File: src/rtl/avmm_bridge_pkg.sv
// Shared types and defaults for the JTAG-master to CSR-window Avalon-MM bridge.
package avmm_bridge_pkg;

   typedef enum logic [1:0] {
      ST_IDLE    = 2'd0,
      ST_ISSUE   = 2'd1,
      ST_RD_WAIT = 2'd2,
      ST_RD_RESP = 2'd3
   } bridge_state_t;

   localparam int MAX_TGT = 16;
   localparam int MAX_DW  = 64;

   localparam logic [31:0] DEF_ERR_DATA     = 32'hDEAD_BEEF;
   localparam logic [31:0] DEF_SCRATCH_ADDR = 32'h5000_0030;
   localparam logic [63:0] DEF_BASE_MAP     = {16'h5003, 16'h5002, 16'h5001, 16'h5000};

   // Callers zero-extend the packed read bus to MAX_TGT*MAX_DW and keep the low dw bits.
   function automatic logic [MAX_DW-1:0] rd_slice(input logic [MAX_TGT*MAX_DW-1:0] bus,
                                                  input int unsigned idx,
                                                  input int unsigned dw);
      return MAX_DW'(bus >> (idx * dw));
   endfunction

endpackage

File: src/rtl/avmm_win_decode.sv
// Priority address decoder: scratch register first, then lowest-index matching window tag.
module avmm_win_decode
   import avmm_bridge_pkg::*;
#(
   parameter int                             AW           = 32,
   parameter int                             LAW          = 16,
   parameter int                             NUM_TGT      = 4,
   parameter logic [NUM_TGT*(AW-LAW)-1:0]    BASE_MAP     = DEF_BASE_MAP,
   parameter logic [AW-1:0]                  SCRATCH_ADDR = DEF_SCRATCH_ADDR
) (
   input  logic [AW-1:0]      addr,
   output logic               scratch_hit,
   output logic [NUM_TGT-1:0] tgt_onehot,
   output logic [3:0]         tgt_idx,
   output logic               miss
);

   localparam int TW = AW - LAW;

   logic [NUM_TGT-1:0] tag_hit;
   logic [NUM_TGT:0]   hit_below;
   logic [3:0]         idx_acc [NUM_TGT+1];

   assign scratch_hit  = (addr == SCRATCH_ADDR);
   assign hit_below[0] = 1'b0;
   assign idx_acc[0]   = 4'd0;

   generate
      for (genvar gi = 0; gi < NUM_TGT; gi++) begin : g_win
         assign tag_hit[gi]     = (addr[AW-1:LAW] == BASE_MAP[gi*TW +: TW]);
         assign hit_below[gi+1] = hit_below[gi] | tag_hit[gi];
         // A lower-index match masks this one, and a scratch hit masks all windows.
         assign tgt_onehot[gi]  = tag_hit[gi] & ~hit_below[gi] & ~scratch_hit;
         assign idx_acc[gi+1]   = idx_acc[gi] | (tgt_onehot[gi] ? 4'(gi) : 4'd0);
      end
   endgenerate

   assign tgt_idx = idx_acc[NUM_TGT];
   assign miss    = ~scratch_hit & ~(|tag_hit);

endmodule

File: src/rtl/avmm_csr_xbar_bridge.sv
// Avalon-MM slave fanning one master out to NUM_TGT CSR windows plus a local scratch register.
module avmm_csr_xbar_bridge
   import avmm_bridge_pkg::*;
#(
   parameter int                             AW           = 32,
   parameter int                             DW           = 32,
   parameter int                             LAW          = 16,
   parameter int                             NUM_TGT      = 4,
   parameter logic [NUM_TGT*(AW-LAW)-1:0]    BASE_MAP     = DEF_BASE_MAP,
   parameter logic [AW-1:0]                  SCRATCH_ADDR = DEF_SCRATCH_ADDR,
   parameter int                             TIMEOUT      = 256,
   parameter logic [DW-1:0]                  ERR_DATA     = DEF_ERR_DATA
) (
   input  logic                  clk,
   input  logic                  rst_n,
   input  logic [AW-1:0]         m_address,
   input  logic                  m_read,
   input  logic                  m_write,
   input  logic [DW-1:0]         m_writedata,
   input  logic [DW/8-1:0]       m_byteenable,
   output logic [DW-1:0]         m_readdata,
   output logic                  m_readdatavalid,
   output logic                  m_waitrequest,
   output logic [LAW-1:0]        t_addr,
   output logic [DW-1:0]         t_wr_data,
   output logic [DW/8-1:0]       t_byteenable,
   output logic [NUM_TGT-1:0]    t_wr_en,
   output logic [NUM_TGT-1:0]    t_rd_en,
   input  logic [NUM_TGT*DW-1:0] t_rd_data,
   input  logic [NUM_TGT-1:0]    t_rd_dvalid,
   output logic [7:0]            err_cnt
);

   localparam int CNT_W = (TIMEOUT > 2) ? $clog2(TIMEOUT) : 1;
   localparam int NB    = DW / 8;

   bridge_state_t        state_reg;
   logic [AW-1:0]        addr_reg;
   logic [DW-1:0]        wdata_reg;
   logic [NB-1:0]        be_reg;
   logic                 is_write_reg;
   logic [DW-1:0]        rdata_reg;
   logic                 rdvalid_reg;
   logic                 waitreq_reg;
   logic [CNT_W-1:0]     wait_cnt_reg;
   logic [7:0]           err_cnt_reg;
   logic [DW-1:0]        scratch_reg;
   logic [DW-1:0]        scratch_next;

   logic                 scratch_hit;
   logic                 miss;
   logic [NUM_TGT-1:0]   tgt_onehot;
   logic [3:0]           tgt_idx;

   logic                 in_issue;
   logic                 drive_cmd;
   logic                 hit_dvalid;
   logic                 wait_expired;
   logic                 err_evt;
   logic                 scratch_wr;
   logic [DW-1:0]        tgt_rdata;
   logic [MAX_TGT*MAX_DW-1:0] rd_bus_wide;

   avmm_win_decode #(
      .AW           (AW),
      .LAW          (LAW),
      .NUM_TGT      (NUM_TGT),
      .BASE_MAP     (BASE_MAP),
      .SCRATCH_ADDR (SCRATCH_ADDR)
   ) u_decode (
      .addr        (addr_reg),
      .scratch_hit (scratch_hit),
      .tgt_onehot  (tgt_onehot),
      .tgt_idx     (tgt_idx),
      .miss        (miss)
   );

   always_comb begin
      rd_bus_wide                   = '0;
      rd_bus_wide[NUM_TGT*DW-1:0]   = t_rd_data;
   end

   assign tgt_rdata    = DW'(rd_slice(rd_bus_wide, 32'(tgt_idx), $unsigned(DW)));
   assign in_issue     = (state_reg == ST_ISSUE);
   assign drive_cmd    = in_issue || (state_reg == ST_RD_WAIT);
   // Only the selected target's valid counts; stray or late strobes from others are ignored.
   assign hit_dvalid   = |(t_rd_dvalid & tgt_onehot);
   assign wait_expired = (wait_cnt_reg == CNT_W'(TIMEOUT - 2));
   assign err_evt      = (in_issue && miss) ||
                         ((state_reg == ST_RD_WAIT) && !hit_dvalid && wait_expired);
   assign scratch_wr   = in_issue && is_write_reg && scratch_hit;

   generate
      for (genvar gi = 0; gi < NB; gi++) begin : g_scratch_byte
         assign scratch_next[gi*8 +: 8] = (scratch_wr && be_reg[gi]) ?
                                          wdata_reg[gi*8 +: 8] : scratch_reg[gi*8 +: 8];
      end
   endgenerate

   assign t_addr          = drive_cmd ? addr_reg[LAW-1:0] : '0;
   assign t_wr_data       = drive_cmd ? wdata_reg : '0;
   assign t_byteenable    = drive_cmd ? be_reg : '0;
   assign t_wr_en         = (in_issue &&  is_write_reg) ? tgt_onehot : '0;
   assign t_rd_en         = (in_issue && !is_write_reg) ? tgt_onehot : '0;
   assign m_readdata      = rdata_reg;
   assign m_readdatavalid = rdvalid_reg;
   assign m_waitrequest   = waitreq_reg;
   assign err_cnt         = err_cnt_reg;

   always_ff @(posedge clk or negedge rst_n) begin
      if (!rst_n) begin
         state_reg    <= ST_IDLE;
         addr_reg     <= '0;
         wdata_reg    <= '0;
         be_reg       <= '0;
         is_write_reg <= 1'b0;
         rdata_reg    <= '0;
         rdvalid_reg  <= 1'b0;
         waitreq_reg  <= 1'b1;
         wait_cnt_reg <= '0;
      end else begin
         rdvalid_reg <= 1'b0;
         rdata_reg   <= '0;
         case (state_reg)
            ST_IDLE: begin
               waitreq_reg <= 1'b0;
               // The post-reset cycle still shows waitrequest, so nothing is accepted there.
               if (!waitreq_reg && (m_read || m_write)) begin
                  addr_reg     <= m_address;
                  wdata_reg    <= m_writedata;
                  be_reg       <= m_byteenable;
                  is_write_reg <= m_write;
                  waitreq_reg  <= 1'b1;
                  state_reg    <= ST_ISSUE;
               end
            end
            ST_ISSUE: begin
               wait_cnt_reg <= '0;
               if (is_write_reg) begin
                  waitreq_reg <= 1'b0;
                  state_reg   <= ST_IDLE;
               end else if (scratch_hit) begin
                  rdata_reg   <= scratch_reg;
                  rdvalid_reg <= 1'b1;
                  state_reg   <= ST_RD_RESP;
               end else if (miss) begin
                  rdata_reg   <= ERR_DATA;
                  rdvalid_reg <= 1'b1;
                  state_reg   <= ST_RD_RESP;
               end else begin
                  state_reg <= ST_RD_WAIT;
               end
            end
            ST_RD_WAIT: begin
               if (hit_dvalid) begin
                  rdata_reg   <= tgt_rdata;
                  rdvalid_reg <= 1'b1;
                  state_reg   <= ST_RD_RESP;
               end else if (wait_expired) begin
                  rdata_reg   <= ERR_DATA;
                  rdvalid_reg <= 1'b1;
                  state_reg   <= ST_RD_RESP;
               end else begin
                  wait_cnt_reg <= wait_cnt_reg + 1'b1;
               end
            end
            default: begin
               waitreq_reg <= 1'b0;
               state_reg   <= ST_IDLE;
            end
         endcase
      end
   end

   always_ff @(posedge clk or negedge rst_n) begin
      if (!rst_n) begin
         scratch_reg <= '0;
         err_cnt_reg <= '0;
      end else begin
         scratch_reg <= scratch_next;
         if (err_evt && (err_cnt_reg != 8'hFF)) begin
            err_cnt_reg <= err_cnt_reg + 8'd1;
         end
      end
   end

endmodule

File: config.mk
export PLATFORM = sky130hd
export DESIGN_NAME = avmm_csr_xbar_bridge
export DESIGN_NICKNAME = d
export VERILOG_FILES = /design/src/rtl/avmm_bridge_pkg.sv /design/src/rtl/avmm_win_decode.sv /design/src/rtl/avmm_csr_xbar_bridge.sv
export SDC_FILE = /design/constraint.sdc
export NUM_CORES = 1
export LEC_CHECK = 0
export BUFFER_PORTS_ARGS = -buffer_cell sky130_fd_sc_hd__buf_2
export CAP_MARGIN = 10
export CORE_MARGIN = 2
export CORE_UTILIZATION = 44
export DETAILED_ROUTE_END_ITERATION = 7
export PLACE_DENSITY_LB_ADDON = 0.05
export SETUP_SLACK_MARGIN = 0.2
export SLEW_MARGIN = 20
export SYNTH_ARGS = -nofsm -noshare
export SYNTH_HDL_FRONTEND = slang
export SYNTH_HIERARCHICAL = 1
export SYNTH_SLANG_ARGS = --single-unit
File: constraint.sdc
create_clock -name clk -period 2.8 [get_ports clk]
set_clock_uncertainty 0.2 [all_clocks]
set_input_delay 0.28 -clock clk [delete_from_list [all_inputs] [get_ports clk]]
set_output_delay 0.28 -clock clk [all_outputs]
set_load 0.01 [all_outputs]
==> out/qor.txt <==
# fillers -> 1,288
Unrepaired setup endpoints after global routing -> yes
Io pins -> 306
Hpwl dp -> 17,900 um
Switch Pwr -> 1.58 mW
Total gr overflow -> 0
Power share of the combinational group -> 0.183
Critical-path cell list -> nor4_2 > nand4_1 > nor2b_4 > a22o_1 > a221oi_4 > buf_6 > nand2_4 > buf_6 > o311ai_4 > nand3_1
Drt pass-1 iters -> 4
Post-route ant nets -> 0
Routed via count -> 6,866
Starting density of the core -> 0.450
Multi-input gate area -> 4190 sq um
Synthesized cell area -> 7750 sq um
Tmin final -> 2.72 ns
Final Core Density -> 0.692
Startpoint types -> flip-flop
Status -> complete, no violations
CTS tree -> yes
Min-Delay Path Class -> in -> reg
Flop pwr share -> 0.416
Pwr Density -> 488 nW/um^2
Worst hold slack -> 0.132 ns
PnR Total Power -> 5.82 mW
Dpl cells -> 1,156
Clock slew at reported path FFs -> 0.07 ns
CP Capture Type -> flip-flop
FFs w/ async S/R, synth -> 1.00
Setup CP Type -> reg -> reg
Switching part of the total -> 0.271
Unique masters post-synth -> 54
#FFs+latches synth -> 153
YS warnings -> 6
Cts bufs inserted -> 17
Bufs and invs on worst path -> 2
Ys flop type -> dfrtp_1
Post-route DRC violation count -> 0
Cells after Synth -> 629
First-pass GRT wire length -> 37,100 um
Slowest CP cell -> dfrtp_1
Critical Path AT -> 2.81 ns
Rel. slew slack -> 0.639
Seq/Total Area, Yosys -> 0.494
Die X -> 137 um
Standby leakage power -> 5.71 nW
Largest net degree at the start of global routing -> 54
Max Slew Vio Count -> 0
Share of cells above drive strength 1 -> 0.586
Buffers on Ports -> 305
Htree depth -> 4
Die Span Y -> 137 um
Antenna violations before repair -> 1
# setup viols final -> 0
Non-filler cells, final -> 1,290
Post-synth EDFFs -> 0
CP max stage delay -> 0.39 ns
Sequential cell area -> 3830 sq um
DRT iter0 DRCs -> 339
Int Power -> 4.25 mW
Deepest clock path buffer count -> 2
Slew @ Worst Pin -> 0.542 ns
GP Congestion -> 0.870
Core area -> 17,200 sq um
WL final -> 25,200 um
Drt wl/cell -> 19.5 um
Clock sink count -> 153
Worst-path fanout max -> 7
Cell mode on critical path -> buf_6
Clk_lat worst skew -> 0.42 ns
Gr usage total -> 0.262
Max-Cap Viols -> 0
Final Cycle Share -> 0.971
Number of vias per cell -> 5.32
Layout Nets -> 1,262
Clock Power Share -> 0.400
Root Driver -> clkbuf_16
Vias in the first global route -> 6,866
Worst EP required -> 2.89 ns
Final hold viol count -> 0
Syn avg cell area -> 12.3 sq um
Peak VDD IR -> 0.392 mV
Crit path max-delay family -> simple AND/OR/NAND/NOR gates
Layout area overhead -> 54.0%
Die ar. -> 18,700 sq um
Total Negative Setup Slacks -> 0 ns
Site Rows -> 48
FMAX -> 0.368 GHz
cell usage in the layout (no fill, tap or decap), types with 4 or more instances in the layout:
| master | Yosys | routed |
|---|---|---|
| buf_2 | 7 | 301 |
| dfrtp_1 | 152 | 152 |
| mux2_2 | 92 | 92 |
| and2_1 | 78 | 76 |
| dlygate4sd3_1 | 0 | 70 |
| buf_4 | 2 | 40 |
| mux4_2 | 32 | 32 |
| a21oi_2 | 0 | 25 |
| a21oi_1 | 53 | 22 |
| buf_6 | 1 | 22 |
| o21ai_0 | 21 | 21 |
| clkbuf_16 | 0 | 19 |
| nor2_1 | 20 | 18 |
| nand2_1 | 16 | 10 |
| mux2_1 | 13 | 9 |
| a22oi_2 | 0 | 8 |
| inv_1 | 7 | 7 |
| buf_12 | 0 | 7 |
| nand3_1 | 11 | 6 |
| a21oi_4 | 0 | 6 |
| ha_1 | 7 | 6 |
| and3_1 | 9 | 5 |
| nand2_2 | 1 | 5 |
| a31oi_1 | 6 | 5 |
| nand4_1 | 4 | 4 |
| nand3_4 | 0 | 4 |
| o22ai_2 | 0 | 4 |
| and3_4 | 0 | 4 |
| o21ai_1 | 4 | 4 |
| nor4_2 | 0 | 4 |
| mux2_4 | 0 | 4 |
| clkinvlp_4 | 0 | 4 |
| clkinv_4 | 0 | 4 |
cell usage after synthesis (8+ instances only):
master,number,area share
nand2_1,16,0.0077
mux2_2,92,0.13
dfrtp_1,152,0.49
a22oi_1,8,0.0077
clkbuf_1,23,0.011
mux4_2,32,0.093
buf_1,9,0.0044
and3_1,9,0.0073
o21ai_0,21,0.014
and2_1,78,0.063
nand3_1,11,0.0071
nor2_1,20,0.0097
a21oi_1,53,0.034
mux2_1,13,0.019
power by group through the flow:
stage / logic, mW / clock network [mW] / registers, mW
global route: 1.16 / 2.46 / 2.43
finish: 1.07 / 2.33 / 2.42
global placement: 0.904 / 0 / 2.45
floorplan: 0.449 / 0 / 2.45
CTS: 1.03 / 2.36 / 2.42
detailed placement: 0.920 / 0 / 2.46
cell families after synthesis:
kind of cell / share of synthesized area
adders and majority gates: 0.0113
other: 0.000484
AOI/OAI and AO/OA: 0.0847
and+or+nand+nor: 0.133
buffers and inverters: 0.0273
DFF: 0.494
muxes: 0.247
xor gates and xnor gates: 0.00226
path summary, 6_finish.rpt:
path	slack (ns)	from	to	depth (start not counted)
max	0.08	addr_reg[9]	wait_cnt_reg[7]	10
min	0.13	t_rd_data[20]	m_readdata[20]	4
max reg2reg	0.08	addr_reg[9]	wait_cnt_reg[7]	10
min reg2reg	0.29	scratch_reg[27]	scratch_reg[27]	1
max in group asynchronous	1.38	rst_n	m_waitrequest	3
min in group asynchronous	0.18	rst_n	err_cnt[7]	2
cell type report:
| cell class | count | area share |
|---|---|---|
| Antenna cell | 1 | 0.000210 |
| Clock buffer | 18 | 0.0368 |
| Clock inverter | 14 | 0.0138 |
| Inverter | 8 | 0.00252 |
| Multi-Input combinational cell | 427 | 0.351 |
| Sequential cell | 153 | 0.321 |
| Tap cell | 225 | 0.0236 |
| Timing Repair Buffer | 444 | 0.251 |
stage by stage:
stage	worst slack (ns)	cell area (sq um)
detailed placement	-0.0782	9770
CTS	0.0777	11400
finish	0.0820	11900
global placement	-0.210	9760
global route	-0.0164	11900
floorplan	0.175	7760
timing repair:
| item | CTS | global route |
|---|---|---|
| hold endpoints to repair | 119 | 0 |
| setup endpoints to repair | 65 | 133 |
| cloned | 3 | 3 |
| setup buffers | 18 | 7 |
| resized for setup | 33 | 87 |
| pin swaps | 15 | 41 |
| hold buffers | 70 | 0 |
per-layer routing:
layer  global-route usage  routed length, um  vias to the layer above
met5                    0                  0                        -
met4               0.0920                511                        0
met3               0.0459               1500                       30
met2                0.426              12400                      252
met1                0.354              10800                     3438
li1                     -                  -                     3146
worst register-to-register path, cell delays in order, from the launching register on:
cell and delay, ns:
dfrtp_1 0.39, nor4_2 0.31, nand4_1 0.20, nor2b_4 0.18
a22o_1 0.23, a221oi_4 0.29, buf_6 0.19, nand2_4 0.07
buf_6 0.15, o311ai_4 0.27, nand3_1 0.11
No activity file was read; power rests on OpenSTA's default activity.
